`src/rtl/fetch_pkg.sv`:
```
// Shared types and helpers for the fetch stage: FSM state encoding,
// instruction size and the fetch-address legality check.
package fetch_pkg;

    typedef enum logic [1:0] {
        BOOT,
        RUN,
        FLUSH,
        HALT
    } fetch_state_t;

    localparam int unsigned INSTR_BYTES = 4;

    // A fetch address is legal when word aligned and the whole word fits in memory.
    function automatic logic is_legal_pc(input logic [31:0] addr, input int unsigned size);
        return (addr[1:0] == 2'b00) && (addr <= (size - INSTR_BYTES));
    endfunction

endpackage

```
`src/rtl/fetch_unit_if.sv`:
```
// Instruction-memory bus: byte address out, registered read data back one cycle later.
interface fetch_unit_if;

    logic [31:0] imem_addr;
    logic [31:0] imem_rdata;

    modport master (output imem_addr, input imem_rdata);
    modport slave  (input imem_addr, output imem_rdata);

endinterface

```
`src/rtl/fetch_pc_gen.sv`:
```
// Combinational next-PC arithmetic, fetch-address mux and legality checks
// feeding the fetch_unit FSM.
module fetch_pc_gen
    import fetch_pkg::*;
#(
    parameter int unsigned IMEM_BYTES = 128
) (
    input  fetch_state_t state,
    input  logic [31:0]  pc_f,
    input  logic [31:0]  pc_d,
    input  logic         stall,
    input  logic [31:0]  redirect_target,
    output logic [31:0]  pc_f_plus4,
    output logic [31:0]  pc_d_plus4,
    output logic         pc_f_ok,
    output logic         target_ok,
    output logic [31:0]  imem_addr
);

    // Increment, legality and address selection.
    always_comb begin
        pc_f_plus4 = pc_f + INSTR_BYTES;
        pc_d_plus4 = pc_d + INSTR_BYTES;
        pc_f_ok    = is_legal_pc(pc_f, IMEM_BYTES);
        target_ok  = is_legal_pc(redirect_target, IMEM_BYTES);
        // Replay pc_d while a valid RUN word is stalled so imem_rdata stays put.
        // BOOT and FLUSH ignore stall, so they must keep fetching pc_f.
        imem_addr  = (state == RUN && stall) ? pc_d : pc_f;
    end

endmodule

```
`src/rtl/fetch_unit.sv`:
```
// Fetch stage: drives the instruction-memory address, pairs each returned word
// with its PC, handles redirects/stalls and halts on an illegal fetch target.
// Optional build macro FETCH_PERF_EN adds the fetch_perf_count output.
module fetch_unit
    import fetch_pkg::*;
#(
    parameter logic [31:0] RESET_PC   = 32'h0000_0004,
    parameter int unsigned IMEM_BYTES = 128
) (
    input  logic                clk,
    input  logic                resetn,
    fetch_unit_if.master        imem,
    input  logic                stall,
    input  logic                redirect_valid,
    input  logic [31:0]         redirect_target,
    output logic                out_valid,
    output logic [31:0]         out_instr,
    output logic [31:0]         out_pc,
    output logic [31:0]         out_pc_plus4,
    output logic                fault,
    output logic [31:0]         fault_pc
`ifdef FETCH_PERF_EN
    ,
    output logic [31:0]         fetch_perf_count
`endif
);

    fetch_state_t state_q, state_d;
    logic [31:0]  pc_f_q, pc_f_d;
    logic [31:0]  pc_d_q, pc_d_d;
    logic         fault_q, fault_d;
    logic [31:0]  fault_pc_q, fault_pc_d;

    logic [31:0]  pc_f_plus4;
    logic [31:0]  pc_d_plus4;
    logic         pc_f_ok;
    logic         target_ok;
    logic [31:0]  imem_addr_w;

    fetch_pc_gen #(
        .IMEM_BYTES (IMEM_BYTES)
    ) u_pc_gen (
        .state           (state_q),
        .pc_f            (pc_f_q),
        .pc_d            (pc_d_q),
        .stall           (stall),
        .redirect_target (redirect_target),
        .pc_f_plus4      (pc_f_plus4),
        .pc_d_plus4      (pc_d_plus4),
        .pc_f_ok         (pc_f_ok),
        .target_ok       (target_ok),
        .imem_addr       (imem_addr_w)
    );

    assign imem.imem_addr = imem_addr_w;

    // Next-state logic; priority HALT > redirect > stall > advance.
    always_comb begin
        state_d    = state_q;
        pc_f_d     = pc_f_q;
        pc_d_d     = pc_d_q;
        fault_d    = fault_q;
        fault_pc_d = fault_pc_q;
        unique case (state_q)
            BOOT: begin
                pc_d_d  = pc_f_q;
                pc_f_d  = pc_f_plus4;
                state_d = RUN;
            end
            RUN, FLUSH: begin
                if (redirect_valid) begin
                    if (!target_ok) begin
                        state_d    = HALT;
                        fault_d    = 1'b1;
                        fault_pc_d = redirect_target;
                    end else begin
                        pc_f_d  = redirect_target;
                        state_d = FLUSH;
                    end
                end else if (state_q == FLUSH) begin
                    pc_d_d  = pc_f_q;
                    pc_f_d  = pc_f_plus4;
                    state_d = RUN;
                end else if (!stall) begin
                    if (!pc_f_ok) begin
                        state_d    = HALT;
                        fault_d    = 1'b1;
                        fault_pc_d = pc_f_q;
                    end else begin
                        pc_d_d = pc_f_q;
                        pc_f_d = pc_f_plus4;
                    end
                end
            end
            HALT: begin
                state_d = HALT;
            end
        endcase
    end

    // Output decode: the word on imem_rdata always belongs to pc_d.
    always_comb begin
        out_valid    = (state_q == RUN) && !redirect_valid;
        out_instr    = imem.imem_rdata;
        out_pc       = pc_d_q;
        out_pc_plus4 = pc_d_plus4;
        fault        = fault_q;
        fault_pc     = fault_pc_q;
    end

    // State and PC registers with synchronous active-low reset.
    always_ff @(posedge clk) begin
        if (!resetn) begin
            state_q    <= BOOT;
            pc_f_q     <= RESET_PC;
            pc_d_q     <= 32'h0;
            fault_q    <= 1'b0;
            fault_pc_q <= 32'h0;
        end else begin
            state_q    <= state_d;
            pc_f_q     <= pc_f_d;
            pc_d_q     <= pc_d_d;
            fault_q    <= fault_d;
            fault_pc_q <= fault_pc_d;
        end
    end

`ifdef FETCH_PERF_EN
    logic [31:0] perf_q, perf_d;

    // Count accepted instructions; wraps naturally at 2^32.
    always_comb begin
        perf_d = perf_q;
        if (out_valid && !stall) begin
            perf_d = perf_q + 32'd1;
        end
    end

    // Counter register.
    always_ff @(posedge clk) begin
        if (!resetn) begin
            perf_q <= 32'h0;
        end else begin
            perf_q <= perf_d;
        end
    end

    assign fetch_perf_count = perf_q;
`endif

endmodule

```
`src/flat_wrapper.sv`:
```
// flat-port wrapper written by rule: the top's interface ports become plain ports
module fetch_unit_flat import fetch_pkg::*;
#(
    parameter logic [31:0] RESET_PC   = 32'h0000_0004,
    parameter int unsigned IMEM_BYTES = 128
)
  (clk, resetn, stall, redirect_valid, redirect_target, out_valid, out_instr, out_pc, out_pc_plus4, fault, fault_pc, imem_imem_addr, imem_imem_rdata);
  fetch_unit_if imem_i ();
  input  logic clk;
  input  logic resetn;
  input  logic stall;
  input  logic redirect_valid;
  input  logic [31:0] redirect_target;
  output logic out_valid;
  output logic [31:0] out_instr;
  output logic [31:0] out_pc;
  output logic [31:0] out_pc_plus4;
  output logic fault;
  output logic [31:0] fault_pc;
  output wire logic [$bits(imem_i.imem_addr)-1:0] imem_imem_addr;
  input wire logic [$bits(imem_i.imem_rdata)-1:0] imem_imem_rdata;
  assign imem_imem_addr = imem_i.imem_addr;
  assign imem_i.imem_rdata = imem_imem_rdata;
  fetch_unit #(.RESET_PC(RESET_PC), .IMEM_BYTES(IMEM_BYTES)) u_core (.clk(clk), .resetn(resetn), .imem(imem_i), .stall(stall), .redirect_valid(redirect_valid), .redirect_target(redirect_target), .out_valid(out_valid), .out_instr(out_instr), .out_pc(out_pc), .out_pc_plus4(out_pc_plus4), .fault(fault), .fault_pc(fault_pc));
endmodule
```
`config.mk`:
```
export PLATFORM = sky130hd
export DESIGN_NAME = fetch_unit_flat
export DESIGN_NICKNAME = d
export VERILOG_FILES = /design/src/rtl/fetch_pkg.sv /design/src/rtl/fetch_unit_if.sv /design/src/rtl/fetch_pc_gen.sv /design/src/rtl/fetch_unit.sv /design/src/flat_wrapper.sv
export SDC_FILE = /design/constraint.sdc
export NUM_CORES = 1
export LEC_CHECK = 0
export ABC_AREA = 1
export CAP_MARGIN = 20
export CORE_MARGIN = 8
export CORE_UTILIZATION = 31
export DETAILED_ROUTE_END_ITERATION = 10
export HOLD_SLACK_MARGIN = 0.1
export PLACE_DENSITY = 0.55
export SLEW_MARGIN = 20
export SYNTH_ARGS = -nofsm -noshare
export SYNTH_HDL_FRONTEND = slang
export SYNTH_SLANG_ARGS = --single-unit
```
`constraint.sdc`:
```
create_clock -name clk -period 2.4 [get_ports clk]
set_input_delay 0.48 -clock clk [delete_from_list [all_inputs] [get_ports clk]]
set_output_delay 0.48 -clock clk [all_outputs]
set_load 0.005 [all_outputs]
```
Yosys cells after proc, flatten, opt, wreduce, memory -nomap -nowiden:

Cells that the tools add are included.
W data, S select, Z words.

* output and inout bits: 162
* bits of input ports: 68
* logic and storage cells: 65
* flip-flop bits (word level): 99

* $lt $le $gt $ge: 2
* add/subtract/negate cells: 2
* multiplexer cells: 28
* reduce and logical (&&, ||, !) cells: 14
* eq/ne operators: 14

Operator list (number)
* $mux W32: 15
* $pmux W32 S2: 2
* $add A32 B3 Y32 const B: 2
* $le A32 B7 Y1 const B: 2
* $mux W2: 4
* $ne A2 B2 Y1 const B: 4
* $reduce_and A4 Y1: 2
* $logic_not A2 Y1: 3
* $mux W1: 6
* $ne A3 B2 Y1 const B: 2
* $pmux W2 S3: 1
* $reduce_and A5 Y1: 1
* $eq A2 B2 Y1 const B: 2
* $logic_and A1 B1 Y1: 4
* $ne A4 B2 Y1 const B: 1
* $ne A4 B3 Y1 const B: 1
* $ne A4 B4 Y1 const B: 1
* $ne A3 B1 Y1 const B: 1
* $eq A2 B1 Y1 const B: 1
* $ne A2 B1 Y1 const B: 1
* $reduce_and A2 Y1: 1
* $reduce_bool A2 Y1: 1
* $reduce_or A2 Y1: 1
* $logic_not A1 Y1: 1

Logic depth before layout (Yosys ltp):

Gate-level depths: netlist (run 1).

* depth in word-level cells: 7
* depth in mapped cells: 13

Cells and area by module:

From an unflattened synthesis (run 1), not the netlist that was laid out.

* cell total of the unflattened synthesis: 1372
* area, all modules: 7571.0 um2

Modules (own cells, without submodules)
* fetch_unit: sequential area each 1981.9 um2, area each 5323.9 um2, cells an instance 873, instances 1
* fetch_pc_gen: sequential area each 0.0 um2, area each 2247.2 um2, cells an instance 499, instances 1

Worst setup path after synthesis (run 1):

No wires, ideal clock.

* path kind: reg-to-output
* start: register u_core.pc_d_q[2], in the netlist u_core.out_pc[2]
* end: output port out_pc_plus4[28]
* buffers on the path: 0
* path slack: 0.318 ns
* required time: 1.920 ns
* arrival time: 1.602 ns
* stages on the path, launching flop included: 11
* path through: dfxtp_1 -> ha_1 -> nand3_1 -> nor2_2 -> nand3_2 -> nor2_2 -> nand2_1 -> nor2_2 -> nand2_1 -> nor2_1 -> xor2_1

* longest elaborated chain between the ends: 1

Ends and longest elaborated chain
* from (decl): line fetch_unit.sv:30 `logic [31:0] pc_d_q, pc_d_d;`
* from (signal assigned): line fetch_unit.sv:122 `pc_d_q <= pc_d_d;`
* $add A32 B3 Y32: line fetch_pc_gen.sv:23 `pc_d_plus4 = pc_d + INSTR_BYTES;`
* to (decl): line flat_wrapper.sv:17 `output logic [31:0] out_pc_plus4;`

Every way passes these cells.

Worst setup path after layout (run 1):

* start: register u_core.pc_d_q[2], in the netlist u_core.out_pc[2]
* end: output port out_pc_plus4[22]

Same word-level chain as after synthesis.

==> flow_summary.yaml, run 1 <==
drt:
  drt-pass1-iter-count: 5
  post_drt_wl_per_cell_microns: 17.2
  detail_route.vias_per_cell: 4.83
  drcViolationCount: 0
  dr_total_vias: 7141
  routed_wl_mm: 25.4
  route.antenna.remaining_nets: 0
  drt-initial-drc-count: 456
placed_design:
  area_after_dpl_sq_um: 8730
  gp_congestion: 0.919
  portBuffers: 165
  hpwlAfterDp_mm: 19.3
  dp_worst_setup_slack_ns: -0.257
pwr:
  internal_power_mw: 5.84
  vdd_drop_max_mv: 0.490
  power.density_nw_per_um2: 1100
  clkPwrFrac: 0.158
  p_sw_mw: 4.51
  switching_part_of_the_total_power: 0.435
  power_frac_seq: 0.258
  total_leakage_power_nw: 3.95
  p_comb_frac: 0.584
finish:
  nNetsFinal: 1276
  final_instance_area_sq_um: 9380
  fin_util: 0.449
  areaGrowthSynthToFinish_pct: 43.0
  post_route_cells_drive_above_1_share: 0.173
  count_of_fill_cells_added_during_filler_insertion: 2253
  n_antenna_cell: 0
die:
  die-height_microns: 161
  number_of_core_rows: 53
  initial_cell_density_of_the_core: 0.314
  fp.dieArea_sq_um: 26100
  die-width_microns: 161
  core-area_sq_um: 20900
  ios: 230
logic_synthesis:
  post_synth_inst_count: 1009
  yosys-mux-area-fraction: 0.0219
  synth_seq_cells: 99
  postSynth.topFlopCell: "sky130_fd_sc_hd__dfxtp_1"
  synthXorXnorAreaFrac: 0.0467
  yosysWarningCount: 0
  synth_sequential_area_ratio: 0.302
  postSynthAreaPerCell_sq_um: 6.50
  async_reset_ff_frac: 0
  synth_compound_gate_area_share: 0.163
  number_of_flops_mapped_to_enable_cells_by_yosys: 0
  mappedNetlistArea_sq_um: 6560
  synth.most_common_cell: "sky130_fd_sc_hd__nand2_1"
  synth_simple_gate_area_frac: 0.319
  ys_top_cells_by_area: "sky130_fd_sc_hd__dfxtp_1 30%, sky130_fd_sc_hd__nand2_1 12%, sky130_fd_sc_hd__nor2_1 7.8%"
  post_synthesis_cell_type_count: 37
  synth_adder_area_share: 0.0153
  synth_common_cells: "206 x sky130_fd_sc_hd__nand2_1, 137 x sky130_fd_sc_hd__nor2_1, 99 x sky130_fd_sc_hd__dfxtp_1"
  cell_taking_the_most_area_after_synthesis: "sky130_fd_sc_hd__dfxtp_1"
  synthesis.nets: 1085
  dominant_combinational_cell_family_by_area_after_synthesis: "simple AND/OR/NAND/NOR gates"
  synth_largest_type_area_fraction: 0.302
clocking:
  clkSlewWorstSetupHoldPaths_ns: 0.07
  clock_buffers_created_by_tritoncts: 9
  ctsRootBufferMaster: "sky130_fd_sc_hd__clkbuf_16"
  cts_sinks: 99
  tritoncts_clock_tree: "built"
  cts.hold.buffers_added: 0
  clock_path_buffers: 2
  cts_htree_levels: 3
  worst_skew_pair.late_latency_ns: 0.37
worst_setup_path:
  critPathKind: "reg -> out"
  timing.critical_path.fanout_max: 3
  arrival_ns: 2.01
  critPathBufInv: 3
  timing.critical_path.from_type: "flip-flop"
  critical-path-top-delay-family: "simple AND/OR/NAND/NOR gates"
  timing.critical_path.slowest_stage_cell: "sky130_fd_sc_hd__dfxtp_4"
  endpoint_kind: "primary output"
  crit_path_cell_trace: "ha_4 -> nand3_4 -> nor2_4 -> nand3_4 -> nor2_4 -> nand3_4 -> nor2_4 -> buf_6 -> buf_6 -> xor2_1 -> buf_2"
  worstPathRequired_ns: 1.92
  critical-path-max-stage-delay_ns: 0.37
run_status:
  outcome: "complete, but fails checks"
  failed_checks: "negative setup slack"
global_route:
  grt_max_degree: 67
  gr-total-overflow: 0
  grt_pass1_wl_mm: 39.6
  number_of_antenna_violations_at_the_first_check_in_global_routing: 0
  first_global_vias: 6989
  globalRouteTotalUtil: 0.190
sta:
  setup_slack_ns: -0.0883
  fin_crit_sh: 1.04
  finalHoldViolCount: 0
  worst_pin_slew_ns: 0.639
  grt_setup_unrepaired: "true"
  finalCriticalPeriod_ns: 2.49
  slew_headroom: 0.573
  maximum_clock_skew_at_final_layout_ns: 0.0119
  fmax_mhz: 402
  finalMaxSlewViolations: 0
  finalSetupViolations: 5
flow_run:
  count_of_maximum_capacitance_violations: 0
hold_path:
  hold_class: "reg -> reg"
power by group through the flow:
stage / registers [mW] / clock network, mW / logic [mW]
final: 2.68 / 1.63 / 6.04
after global routing: 2.75 / 1.73 / 6.66
after CTS: 2.66 / 1.66 / 5.97
after detailed placement: 2.67 / 0 / 6.05
after global placement: 2.67 / 0 / 6.02
after floorplan: 2.61 / 0 / 3.20
flip-flops by register name, summed over array words and instances (netlist names):
signal           count
u_core.fault         1
u_core.state_q       2
u_core.pc_f_q       32
u_core.fault_pc     32
u_core.out_pc       32
metal layers:
layer  wire (microns)  global-route usage  vias to the layer above
li1                 -                   -                     3621
met1            11500               0.243                     3305
met2            12100               0.318                      194
met3             1490              0.0445                       21
met4              333              0.0408                        0
met5                0                   0                        -
cells by family after synthesis:
family | count (synthesis)
compound gates | 211
xor+xnor | 35
fa+ha+maj | 8
buf+inv | 165
flops | 99
mux | 14
simple gates | 477
through the flow:
step	hold slack, ns	setup TNS [ns]	total power, mW	cells
5_1_grt	0.477	-1.56	11.1	1480
4_1_cts	0.466	-1.20	10.3	1479
3_5_place_dp	0.446	-7.12	8.72	1448
6_report	0.470	-0.360	10.4	1480
2_1_floorplan	0.447	0	5.81	1009
3_3_place_gp	0.460	-6.40	8.69	1448
layout make-up:
cell class,instances,area (sq um),area share
clock buffers,9,225,0.0240
clock inverters,7,96.3,0.0103
inverters,78,304,0.0324
multi-input cells,745,3950,0.421
flip-flops and latches,99,2000,0.213
well taps,275,344,0.0367
repair buffers,267,2460,0.262
placed cells by master (no fill, tap or decap), types with 5 or more instances in the layout:
cell	instances
sky130_fd_sc_hd__nand3_2	5
sky130_fd_sc_hd__nand2_1	198
sky130_fd_sc_hd__buf_6	10
sky130_fd_sc_hd__nor2_2	10
sky130_fd_sc_hd__nand4_1	14
sky130_fd_sc_hd__xor2_1	32
sky130_fd_sc_hd__dfxtp_2	6
sky130_fd_sc_hd__nand3_1	47
sky130_fd_sc_hd__clkdlybuf4s50_1	105
sky130_fd_sc_hd__o21ai_0	73
sky130_fd_sc_hd__nand2_4	7
sky130_fd_sc_hd__nor2_1	128
sky130_fd_sc_hd__buf_4	81
sky130_fd_sc_hd__clkbuf_16	10
sky130_fd_sc_hd__and2_1	32
sky130_fd_sc_hd__nor3_1	7
sky130_fd_sc_hd__buf_2	20
sky130_fd_sc_hd__mux2i_1	11
sky130_fd_sc_hd__dlygate4sd2_1	38
sky130_fd_sc_hd__dfxtp_1	90
sky130_fd_sc_hd__a21oi_1	92
sky130_fd_sc_hd__nor2_4	9
sky130_fd_sc_hd__o21ai_1	38
sky130_fd_sc_hd__ha_1	6
sky130_fd_sc_hd__inv_1	73
sky130_fd_sc_hd__buf_12	9
repair_timing:
item	in CTS	in global routing
resized for setup	175	30
cloned	1	1
buffers inserted	14	3
pin swaps	21	18
setup endpoints to repair	58	27
worst min-delay path, cell delays in order (launching register included):
cell and delay [ns]:
sky130_fd_sc_hd__dfxtp_1 0.32, sky130_fd_sc_hd__inv_1 0.05, sky130_fd_sc_hd__a21oi_1 0.06
worst paths after layout:
| kind | cells past startpoint | end | start | slack, ns |
|---|---|---|---|---|
| setup / recovery | 11 | out_pc_plus4[22] | u_core.out_pc[2]$_SDFFE_PN0P_ | -0.09 |
| hold / removal | 2 | u_core.fault$_SDFFE_PN0P_ | u_core.fault$_SDFFE_PN0P_ | 0.47 |
| setup reg to reg | 13 | u_core.pc_f_q[11]$_SDFFE_PN0P_ | u_core.state_q[1]$_SDFFE_PN0P_ | 0.21 |
| hold reg to reg | 2 | u_core.fault$_SDFFE_PN0P_ | u_core.fault$_SDFFE_PN0P_ | 0.47 |
Note: power is estimated with default switching activity, not from simulation.
==> run 2: changes to the inputs <==
--- a/config.mk
+++ b/config.mk
@@ -7,7 +7,7 @@
 export LEC_CHECK = 0
 export ABC_AREA = 1
 export CAP_MARGIN = 20
-export CORE_MARGIN = 8
+export CORE_MARGIN = 1
 export CORE_UTILIZATION = 31
 export DETAILED_ROUTE_END_ITERATION = 10
 export HOLD_SLACK_MARGIN = 0.1
==> run 2 against run 1 <==
Combinational power decreased by 2%. Cell area grew 0.79%. Sequential power hardly changed. Die area decreased by 17%. Hold slack got worse by 0.017 ns. Core utilization increased by 1.2 points. The run still ends with negative setup slack left. Global-route usage is 2.7 points higher. Critical path depth stayed put. Clock skew decreased by 0.0028 ns.
==> flow_summary.yaml, run 2 (synthesis results as in run 1) <==
hold_path:
  hold_class: "reg -> reg"
clocking:
  clock_path_buffers: 2
  tritoncts_clock_tree: "built"
  clock_buffers_created_by_tritoncts: 9
  cts_sinks: 99
  clkSlewWorstSetupHoldPaths_ns: 0.07
  ctsRootBufferMaster: "sky130_fd_sc_hd__clkbuf_16"
  cts_htree_levels: 3
  worst_skew_pair.late_latency_ns: 0.36
drt:
  post_drt_wl_per_cell_microns: 15.8
  dr_total_vias: 7216
  drt-initial-drc-count: 441
  routed_wl_mm: 23.4
  detail_route.vias_per_cell: 4.85
  drcViolationCount: 0
  route.antenna.remaining_nets: 0
  drt-pass1-iter-count: 6
pwr:
  vdd_drop_max_mv: 0.694
  total_leakage_power_nw: 3.95
  power.density_nw_per_um2: 1080
finish:
  nNetsFinal: 1288
  count_of_fill_cells_added_during_filler_insertion: 2185
  final_instance_area_sq_um: 9450
  areaGrowthSynthToFinish_pct: 44.1
  final_common_cell: "sky130_fd_sc_hd__nand2_1"
  most_frequent_cells_in_the_layout: "198 x sky130_fd_sc_hd__nand2_1, 130 x sky130_fd_sc_hd__nor2_1, 107 x sky130_fd_sc_hd__clkdlybuf4s50_1"
  sequential_cell_area_in_the_final_layout_sq_um: 2000
  multi_input_comb_area_sq_um: 3920
  post_route_cells_drive_above_1_share: 0.176
  n_antenna_cell: 0
sta:
  maximum_clock_skew_at_final_layout_ns: 0.00914
  fmax_mhz: 403
  finalCriticalPeriod_ns: 2.48
  finalMaxSlewViolations: 0
  setup_slack_ns: -0.0828
  worst_pin_slew_ns: 0.483
  grt_setup_unrepaired: "true"
  finalHoldViolCount: 0
  slew_headroom: 0.675
  finalSetupViolations: 6
  fin_crit_sh: 1.03
worst_setup_path:
  critical-path-max-stage-delay_ns: 0.37
  critPathBufInv: 2
  endpoint_kind: "primary output"
  critical-path-top-delay-family: "simple AND/OR/NAND/NOR gates"
  timing.critical_path.from_type: "flip-flop"
  worstPathRequired_ns: 1.92
  timing.critical_path.fanout_max: 3
  critPathKind: "reg -> out"
  arrival_ns: 2.00
  timing.critical_path.slowest_stage_cell: "sky130_fd_sc_hd__dfxtp_4"
  crit_path_cell_trace: "ha_4 -> nand3_4 -> nor2_4 -> nand3_4 -> nor2_4 -> nand3_4 -> nor2_4 -> buf_6 -> nand3_2 -> xor2_1 -> buf_2"
  reg2reg_setup_slack_ns: 0.30
global_route:
  first_global_vias: 6900
  grt_pass1_wl_mm: 37.2
  grt_util_met2: 0.396
  grt_max_degree: 48
  number_of_antenna_violations_at_the_first_check_in_global_routing: 0
  grt.met3_usage: 0.0299
  globalRouteTotalUtil: 0.217
  gr-total-overflow: 0
  grt.met1_usage: 0.266
  grt-busiest-layer: "met2"
flow_run:
  count_of_maximum_capacitance_violations: 0
die:
  die-height_microns: 147
  number_of_core_rows: 52
  fp.dieArea_sq_um: 21700
  initial_cell_density_of_the_core: 0.320
  core-area_sq_um: 20500
  die-width_microns: 147
  ios: 230
placed_design:
  gp_congestion: 0.900
  area_after_dpl_sq_um: 8760
  hpwlAfterDp_mm: 17.7
  dp_worst_setup_slack_ns: -0.344
  portBuffers: 165
run_status:
  failed_checks: "negative setup slack"
  outcome: "complete, but fails checks"
[run 2: cell count changes in the layout (fill, tap and decap cells not counted), moves of 4 or more]
cell	previous run	this run
sky130_fd_sc_hd__dlygate4sd2_1	38	30
sky130_fd_sc_hd__buf_4	81	90
sky130_fd_sc_hd__o21ai_1	38	42
sky130_fd_sc_hd__clkdlybuf4s15_1	0	4
[run 2: area by class of cell]
type                    count  share of cell area
clock buffers              12              0.0271
clock inverters             4             0.00768
inverters                  78              0.0322
multi-input cells         745               0.414
flip-flops and latches     99               0.211
well taps                 270              0.0357
repair buffers            279               0.272
[run 2: worst reg2reg max path: stages (launching register included)]
cell and delay [ns]:
sky130_fd_sc_hd__dfxtp_2 0.36, sky130_fd_sc_hd__buf_4 0.13, sky130_fd_sc_hd__inv_1 0.07, sky130_fd_sc_hd__ha_1 0.37, sky130_fd_sc_hd__nand2_1 0.17, sky130_fd_sc_hd__clkinvlp_4 0.14
sky130_fd_sc_hd__nor2_1 0.12, sky130_fd_sc_hd__nand2_1 0.14, sky130_fd_sc_hd__inv_1 0.08, sky130_fd_sc_hd__buf_4 0.20, sky130_fd_sc_hd__o21ai_0 0.10, sky130_fd_sc_hd__a21oi_1 0.15
[run 2: stage by stage]
step | hold slack (ns) | power [mW] | utilization | instances | setup TNS (ns)
finish | 0.453 | 10.2 | 0.461 | 1487 | -0.332
global route | 0.491 | 11.1 | 0.461 | 1487 | -1.80
CTS | 0.458 | 10.2 | 0.454 | 1479 | -1.08
detailed placement | 0.447 | 8.62 | 0.427 | 1448 | -9.37
global placement | 0.445 | 8.59 | 0.427 | 1448 | -8.64
floorplan | 0.447 | 5.81 | - | 1009 | 0
[run 2: repair_timing]
item / in CTS / in global routing
endpoints found under the setup margin: 57 / 129
hold endpoints to repair: 0 / 0
hold buffers: 0 / 0
setup buffers: 16 / 12
cloned: 1 / 0
pin swaps: 26 / 22
gates resized for setup: 153 / 48
[run 2: report_power, final]
group | switching [mW] | internal, mW | total (mW)
clock network | 0.654 | 0.970 | 1.62
registers | 0.555 | 2.16 | 2.71
logic | 3.09 | 2.82 | 5.91
[run 2: worst paths after layout]
| kind | startpoint | to | depth (start not counted) |
|---|---|---|---|
| worst min register to register | u_core.fault$_SDFFE_PN0P_ | u_core.fault$_SDFFE_PN0P_ | 2 |
| worst max-delay path | u_core.out_pc[2]$_SDFFE_PN0P_ | out_pc_plus4[30] | 11 |
| worst min-delay path | u_core.fault$_SDFFE_PN0P_ | u_core.fault$_SDFFE_PN0P_ | 2 |
| worst max register to register | u_core.state_q[0]$_SDFFE_PN0P_ | u_core.out_pc[27]$_SDFFE_PN0P_ | 11 |
[run 2: per-layer routing]
layer / vias up / share of wire
met5: - / 0
met3: 24 / 0.043
li1: 3631 / -
met1: 3396 / 0.43
met4: 0 / 0.015
met2: 165 / 0.51
